`src/rtl/uart_rx_sampler.sv`:
```
// ---------------------------------------------------------------------------
// uart_rx_sampler
//
// 8N1 UART receive front-end. The asynchronous rxd line is synchronised and
// then oversampled. Each bit is decided by a 3-sample majority vote around
// the bit centre, and the stop bit is checked for framing. Received bytes go
// into a one-entry holding register that the consumer drains with a
// valid/ready handshake.
//
// Ports
//   clk            system clock
//   rst_n          asynchronous active-low reset
//   rxd            asynchronous serial input, idle high
//   data[7:0]      received byte, meaningful while data_valid=1
//   data_valid     holding register full
//   data_ready     consumer accepts data when data_valid & data_ready
//   frame_error    one-cycle pulse: stop bit sampled low
//   overrun        sticky: a byte was dropped because the holding register
//                  was full
//   overrun_clear  clears overrun; takes priority over a simultaneous set
//   idle           receiver in IDLE and synchronised rxd high
// ---------------------------------------------------------------------------
module uart_rx_sampler #(
  parameter int ClkFrequency = 60_000_000,
  parameter int Baud         = 115200,
  parameter int Oversample   = 16
) (
  input  logic       clk,
  input  logic       rst_n,
  input  logic       rxd,
  output logic [7:0] data,
  output logic       data_valid,
  input  logic       data_ready,
  output logic       frame_error,
  output logic       overrun,
  input  logic       overrun_clear,
  output logic       idle
);

  // Clocks per oversample tick, rounded to nearest.
  localparam int DIV = (ClkFrequency + Baud * Oversample / 2) / (Baud * Oversample);
  localparam int DW  = (DIV > 1) ? $clog2(DIV) : 1;
  localparam int SW  = $clog2(Oversample);

  localparam logic [DW-1:0] DIV_LAST = DW'(DIV - 1);
  localparam logic [SW-1:0] S_VOTE0  = SW'(Oversample / 2 - 1);
  localparam logic [SW-1:0] S_VOTE1  = SW'(Oversample / 2);
  localparam logic [SW-1:0] S_VOTE2  = SW'(Oversample / 2 + 1);
  localparam logic [SW-1:0] S_LAST   = SW'(Oversample - 1);

  localparam logic [2:0] ST_IDLE  = 3'd0;
  localparam logic [2:0] ST_START = 3'd1;
  localparam logic [2:0] ST_DATA  = 3'd2;
  localparam logic [2:0] ST_STOP  = 3'd3;
  localparam logic [2:0] ST_BREAK = 3'd4;

  logic [1:0]    sync_reg;
  logic          rxd_s;
  logic [2:0]    state_reg;
  logic [DW-1:0] div_reg;
  logic [SW-1:0] s_reg;
  logic [2:0]    bit_idx_reg;
  logic [1:0]    samp_reg;
  logic [7:0]    shift_reg;
  logic          commit_pend_reg;
  logic          stop_vote_reg;
  logic [7:0]    data_reg;
  logic          data_valid_reg;
  logic          frame_error_reg;
  logic          overrun_reg;

  logic tick;
  logic vote;
  logic vote_tick;
  logic last_tick;
  logic handshake;
  logic commit;

  assign rxd_s = sync_reg[1];

  // The divider is frozen at 0 in IDLE, so the first tick of a frame lands
  // exactly DIV clocks after the start edge is seen.
  assign tick      = (state_reg != ST_IDLE) && (div_reg == DIV_LAST);
  assign vote_tick = tick && (s_reg == S_VOTE2);
  assign last_tick = tick && (s_reg == S_LAST);

  // Majority of the two stored samples and the live third sample.
  assign vote = (samp_reg[0] & samp_reg[1]) |
                (samp_reg[0] & rxd_s) |
                (samp_reg[1] & rxd_s);

  assign handshake = data_valid_reg & data_ready;
  assign commit    = commit_pend_reg & stop_vote_reg;

  // -------------------------------------------------------------------------
  // Synchroniser, tick divider, sample counter and frame FSM
  // -------------------------------------------------------------------------
  always_ff @(posedge clk or negedge rst_n) begin
    if (!rst_n) begin
      sync_reg        <= 2'b11;
      state_reg       <= ST_IDLE;
      div_reg         <= '0;
      s_reg           <= '0;
      bit_idx_reg     <= 3'd0;
      samp_reg        <= 2'b11;
      shift_reg       <= 8'h00;
      commit_pend_reg <= 1'b0;
      stop_vote_reg   <= 1'b0;
    end else begin
      sync_reg        <= {sync_reg[0], rxd};
      commit_pend_reg <= 1'b0;

      if (state_reg == ST_IDLE || tick) begin
        div_reg <= '0;
      end else begin
        div_reg <= div_reg + DW'(1);
      end

      if (state_reg == ST_IDLE) begin
        s_reg <= '0;
      end else if (tick) begin
        s_reg <= (s_reg == S_LAST) ? '0 : s_reg + SW'(1);
      end

      if (tick && s_reg == S_VOTE0) samp_reg[0] <= rxd_s;
      if (tick && s_reg == S_VOTE1) samp_reg[1] <= rxd_s;

      case (state_reg)
        ST_IDLE: begin
          bit_idx_reg <= 3'd0;
          if (!rxd_s) state_reg <= ST_START;
        end
        ST_START: begin
          // A start bit that votes high was only a glitch.
          if (vote_tick && vote) begin
            state_reg <= ST_IDLE;
          end else if (last_tick) begin
            state_reg   <= ST_DATA;
            bit_idx_reg <= 3'd0;
          end
        end
        ST_DATA: begin
          if (vote_tick) shift_reg <= {vote, shift_reg[7:1]};
          if (last_tick) begin
            if (bit_idx_reg == 3'd7) begin
              state_reg <= ST_STOP;
            end else begin
              bit_idx_reg <= bit_idx_reg + 3'd1;
            end
          end
        end
        ST_STOP: begin
          // Decide at the stop-bit centre rather than its end so a following
          // start edge is never missed on back-to-back frames.
          if (vote_tick) begin
            commit_pend_reg <= 1'b1;
            stop_vote_reg   <= vote;
          end
          if (commit_pend_reg) begin
            state_reg <= stop_vote_reg ? ST_IDLE : ST_BREAK;
          end
        end
        ST_BREAK: begin
          if (rxd_s) state_reg <= ST_IDLE;
        end
        default: state_reg <= ST_IDLE;
      endcase
    end
  end

  // -------------------------------------------------------------------------
  // Holding register, overrun and frame error
  // -------------------------------------------------------------------------
  always_ff @(posedge clk or negedge rst_n) begin
    if (!rst_n) begin
      data_reg        <= 8'h00;
      data_valid_reg  <= 1'b0;
      frame_error_reg <= 1'b0;
      overrun_reg     <= 1'b0;
    end else begin
      frame_error_reg <= commit_pend_reg & ~stop_vote_reg;

      // A byte may replace the held one only if that one leaves this cycle.
      if (commit && (!data_valid_reg || handshake)) begin
        data_reg       <= shift_reg;
        data_valid_reg <= 1'b1;
      end else if (handshake) begin
        data_valid_reg <= 1'b0;
      end

      if (overrun_clear) begin
        overrun_reg <= 1'b0;
      end else if (commit && data_valid_reg && !handshake) begin
        overrun_reg <= 1'b1;
      end
    end
  end

  assign data        = data_reg;
  assign data_valid  = data_valid_reg;
  assign frame_error = frame_error_reg;
  assign overrun     = overrun_reg;
  assign idle        = (state_reg == ST_IDLE) && rxd_s;

endmodule

```
`config.mk`:
```
export PLATFORM = sky130hd
export DESIGN_NAME = uart_rx_sampler
export DESIGN_NICKNAME = d
export VERILOG_FILES = /design/src/rtl/uart_rx_sampler.sv
export SDC_FILE = /design/constraint.sdc
export NUM_CORES = 1
export LEC_CHECK = 0
export CAP_MARGIN = 30
export CORE_AREA = 5 5 64 66
export CTS_CLUSTER_DIAMETER = 200
export CTS_CLUSTER_SIZE = 28
export DETAILED_ROUTE_END_ITERATION = 8
export DIE_AREA = 0 0 69 71
export DONT_BUFFER_PORTS = 1
export PLACE_DENSITY = 0.69
export SLEW_MARGIN = 40
export SYNTH_ARGS = -nofsm -noshare
export SYNTH_HDL_FRONTEND = slang
export SYNTH_SLANG_ARGS = --single-unit
```
`constraint.sdc`:
```
create_clock -name clk -period 2.3 [get_ports clk]
set_input_delay 0.345 -clock clk [delete_from_list [all_inputs] [get_ports clk]]
set_output_delay 0.345 -clock clk [all_outputs]
set_load 0.02 [all_outputs]
```
== Word level (Yosys, flattened, before mapping) ==
Index checks and enable logic that the tools add are counted.
Word-level totals
  bits in registers: 41
  input port bits: 5
  output and inout bits: 12
  word-level logic and storage cells: 93
Operators by class
  add/sub/neg operators: 3
  eq/ne operators: 19
  mux-type cells: 24
  bitwise logic cells: 9
  reduce and logical (&&, ||, !) cells: 24
Operator list (count)
  $mux W3: 12
  $ne A2 B2 Y1 const B: 8
  $pmux W3 S5: 1
  $eq A4 B4 Y1 const B: 3
  $mux W4: 3
  $logic_and A1 B1 Y1: 10
  $pmux W3 S3: 1
  $add A6 B1 Y6 const B: 1
  $and A1 B1 Y1: 6
  $eq A3 B2 Y1 const B: 2
  $eq A3 B3 Y1 const B: 2
  $eq A6 B6 Y1 const B: 1
  $mux W1: 6
  $mux W6: 1
  $reduce_and A6 Y1: 1
  $reduce_bool A2 Y1: 3
  $reduce_bool A3 Y1: 2
  $reduce_and A5 Y1: 1
  $add A4 B1 Y4 const B: 1
  $eq A4 B3 Y1 const B: 1
  $reduce_and A2 Y1: 2
  $add A3 B1 Y3 const B: 1
  $eq A3 B1 Y1 const B: 1
  $logic_not A3 Y1: 1
  other kinds (5): 8

== Longest topological paths before layout ==
  depth in word-level cells: 6
  gate-level depth with buffers: 6
  mapped depth without buffers: 6

== Worst setup path after synthesis ==
No wires, ideal clock.
  kind: register to register
  start: reg div_reg[3]
  end: reg shift_reg[0]
  setup time: 0.125 ns
  data arrival time: 1.643 ns
  data required time: 2.175 ns
  setup slack: 0.532 ns
  cell stages (with the launch flop): 5
  buffers on the path: 0
  period minus slack after synthesis: 1.768 ns
  cell sequence: dfrtp_1 -> nor4b_4 -> nand2_4 -> nor3_4 -> mux2_2
On the way
  cells in the longest elaborated chain, start to end: 4
Ends and longest elaborated chain
  start: declaration: line 60  | logic [DW-1:0] div_reg;
  start signal: assignment: line 116  | div_reg <= div_reg + DW'(1);
  $eq A6 B6 Y1: line 83  | assign tick = (state_reg != ST_IDLE) && (div_reg == DIV_LAST);
  $logic_and A1 B1 Y1: line 83
  $logic_and A1 B1 Y1: line 84  | assign vote_tick = tick && (s_reg == S_VOTE2);
  $reduce_and A2 Y1 (no source line)
  end signal: assignment: line 143  | if (vote_tick) shift_reg <= {vote, shift_reg[7:1]};
  end: declaration: line 64  | logic [7:0] shift_reg;
Every way passes these cells.
A chain may end at the register's enable or synchronous reset.

== Final worst setup path ==
  start: reg state_reg[0]
  end: out idle
On the way
  cells in the longest elaborated chain, start to end: 2
Ends and longest elaborated chain
  start: declaration: line 59  | logic [2:0] state_reg;
  start signal: assignment: line 160  | state_reg <= stop_vote_reg ? ST_IDLE : ST_BREAK;
  $logic_not A3 Y1: line 203  | assign idle = (state_reg == ST_IDLE) && rxd_s;
  $logic_and A1 B1 Y1: line 203
  end: declaration: line 37  | output logic idle
Every way passes these cells.

==> flow_metrics.env <==
export IMPL_cts_resized=0
export IMPL_grt_max_degree=42
export IMPL_antenna_cells=0
export IMPL_synth_edf_count=0
export IMPL_core_area_um2=3520
export IMPL_slowest_delay_ns=0.54
export IMPL_synth_area_leader_cell="dfrtp_1"
export IMPL_pwr_share_clk_pct=37.6
export IMPL_power_frac_seq_pct=60.7
export IMPL_die_h_um=71
export IMPL_p_sw_w=0.000238
export IMPL_cts_buffers=5
export IMPL_grt_pass1_vias=1146
export IMPL_first_pass_iters=4
export IMPL_via_count=1141
export IMPL_ir_drop_mv=0.433
export IMPL_start_util_pct=52.1
export IMPL_grt_ovfl_total=0
export IMPL_cts_setup_buffers=0
export IMPL_power_density_nw_per_um2=591
export IMPL_path_class="flop to primary output"
export IMPL_r2r_end="shift_reg[5]$_DFFE_PN0P_"
export IMPL_slowest_stage="dfrtp_1"
export IMPL_hold_depth=1
export IMPL_end_kind="primary output"
export IMPL_synth_ff_type="dfrtp_1"
export IMPL_path_max_fanout=12
export IMPL_clockBufferDepth=2
export IMPL_fillers=324
export IMPL_total_leakage_power_nw=1.03
export IMPL_period_minus_slack_ns=2.05
export IMPL_synthDistinctLibCells=35
export IMPL_synth_area_leaders="dfrtp_1 50%, mux2_2 12%, dfstp_2 5.7%"
export IMPL_portBuffers=0
export IMPL_hold_ws_ns=0.0395
export IMPL_final_nets=171
export IMPL_io_pin_count=17
export IMPL_ant_nets=0
export IMPL_total_power_w=0.00120
export IMPL_ys_warn_count=0
export IMPL_fin_tns_setup_ns=0
export IMPL_drc=0
export IMPL_r2r_start="div_reg[3]$_DFF_PN0_"
export IMPL_slew_violations=0
export IMPL_skew_ns=0.0174
export IMPL_grt_antenna_before_repair=0
export IMPL_reg2reg_depth=4
export IMPL_ctsHtreeMaxLevel=2
export IMPL_hold_viol=0
export IMPL_die_w_um=69
export IMPL_finalWeightedCongestion=0.818
export IMPL_critPathLaunchType="flop"
export IMPL_grt_use_total_pct=14.1
export IMPL_switching_share_pct=19.9
export IMPL_wl_um=3100
export IMPL_post_route_period_util_pct=89.3
export IMPL_dp_slack_ns=0.356
export IMPL_hold_start="overrun_clear"
export IMPL_status="completed"
export IMPL_critical_path_buf_inv_count=0
export IMPL_reg2reg_setup_slack_ns=0.35
export IMPL_power_frac_comb_pct=1.7
export IMPL_cts_hold_fix_buffers=3
export IMPL_finalNonFillerCells=208
export IMPL_insertion_delay_ns=0.35
export IMPL_die_area_um2=4900
export IMPL_dp_hpwl_um=2210
export IMPL_area_growth_pct=10.2
export IMPL_hold_end="overrun$_DFFE_PN0P_"
export IMPL_synth_top_area_share_pct=50.4
export IMPL_worst_pin_slew_ns=0.444
export IMPL_grt_setup_unrepaired="no"
export IMPL_cap_violations=0
export IMPL_wl_per_cell_um=14.9
export IMPL_via_per_inst=5.49
export IMPL_slew_headroom_pct=70.3
export IMPL_worstPathArrival_ns=1.71
export IMPL_cts_tree="built"
export IMPL_syn_instance_count=148
export IMPL_setup_violations=0
export IMPL_power_internal_w=0.000958
export IMPL_clk_pin_slew_worst_paths_ns=0.12
export IMPL_ys_top_cells_by_count="37 x dfrtp_1, 20 x mux2_2, 13 x nor2_1, 10 x nand2_1, 7 x ha_1"
export IMPL_required_ns=1.96
export IMPL_async_flop_share_pct=100
export IMPL_yosysSeqAreaShare_pct=56.2
export IMPL_fp_row_count=22
export IMPL_final_layout_size_suffix_gt1_share_pct=25.0
export IMPL_min_path_type="input port to flop"
export IMPL_cts_sinks=41
export IMPL_synth_nets=160
export IMPL_cts_root_buffer="clkbuf_4"
export IMPL_synth_most_common_cell="dfrtp_1"
export IMPL_setup_ws_ns=0.246
export IMPL_drtIter0Drc=54
export IMPL_dp_cells=197
export IMPL_syn_area_um2=1840
export IMPL_path_cells="or2_2, nor2_1, and2_1"
export IMPL_path_delay_family="simple AND/OR/NAND/NOR gates"
export IMPL_ys_ff_latch=41
export IMPL_fmax_mhz=487
export IMPL_avgSynthCellArea_um2=12.4
export IMPL_grt_pass1_wl_um=5530
[cell usage in the layout, fill, tap and decap left out, types with 5 or more instances in the layout]
master    Yosys  routed
a21oi_1       5       5
clkbuf_4      0       5
dfrtp_1      37      37
ha_1          7       7
mux2_2       20      20
nand2_1      10      10
nand3_1       5       5
nor2_1       13      13
[per-stage QoR]
step	cell area (µm²)	utilization [%]
final	2020	57.4
after global routing	2020	57.4
after CTS	2020	57.4
after detailed placement	1910	54.1
after global placement	1910	54.1
after floorplan	1840	-
[worst max path at each step]
stage | start | endpoint | depth (start not counted)
floorplan | div_reg[3]$_DFF_PN0_ | shift_reg[0]$_DFFE_PN0P_ | 4
global route | state_reg[0]$_DFFE_PN0P_ | idle | 3
detailed placement | div_reg[3]$_DFF_PN0_ | shift_reg[5]$_DFFE_PN0P_ | 4
CTS | state_reg[0]$_DFFE_PN0P_ | idle | 3
finish | state_reg[0]$_DFFE_PN0P_ | idle | 3
global placement | div_reg[3]$_DFF_PN0_ | shift_reg[5]$_DFFE_PN0P_ | 4
[power groups by stage]
stage	Clock, W	Sequential (W)	Combinational (W)
floorplan	0	0.000739	0.000000527
global placement	0	0.000740	0.000000524
detailed placement	0	0.000740	0.000000524
CTS	0.000467	0.000726	0.0000217
global route	0.000494	0.000726	0.0000239
finish	0.000450	0.000726	0.0000204
[routing by layer]
layer,track usage (%),vias up,share of wire (%)
met5,0,-,0
li1,-,543,-
met1,19.2,571,47
met4,5.21,0,1.6
met2,21.3,21,47
met3,4.40,6,4.2
[worst register-to-register path: cells and delay by family (launching register included)]
kind / cells / cell delay, ns
AND/OR/NAND/NOR: 3 / 1.01
flip-flops: 1 / 0.45
multiplexers: 1 / 0.39
[cell type report]
type | count | area (µm²) | area share (%)
well taps | 48 | 60.1 | 2.97
clock inverters | 2 | 35.0 | 1.73
inverters | 4 | 15.0 | 0.742
flip-flops and latches | 41 | 1030 | 51.0
repair buffers | 5 | 55.1 | 2.72
clock buffers | 6 | 41.3 | 2.04
multi-input cells | 102 | 786 | 38.8
[cells by family (layout without fill, tap and decap cells)]
logic type,Yosys count,in the layout,share of synthesized area [%]
xor+xnor,5,5,2.39
simple gates,53,53,17.2
compound gates,15,15,5.11
flops,41,41,56.2
buf+inv,5,17,1.02
fa+ha+maj,8,8,5.32
mux,21,21,12.8
No activity file was read; power rests on OpenSTA's default activity.
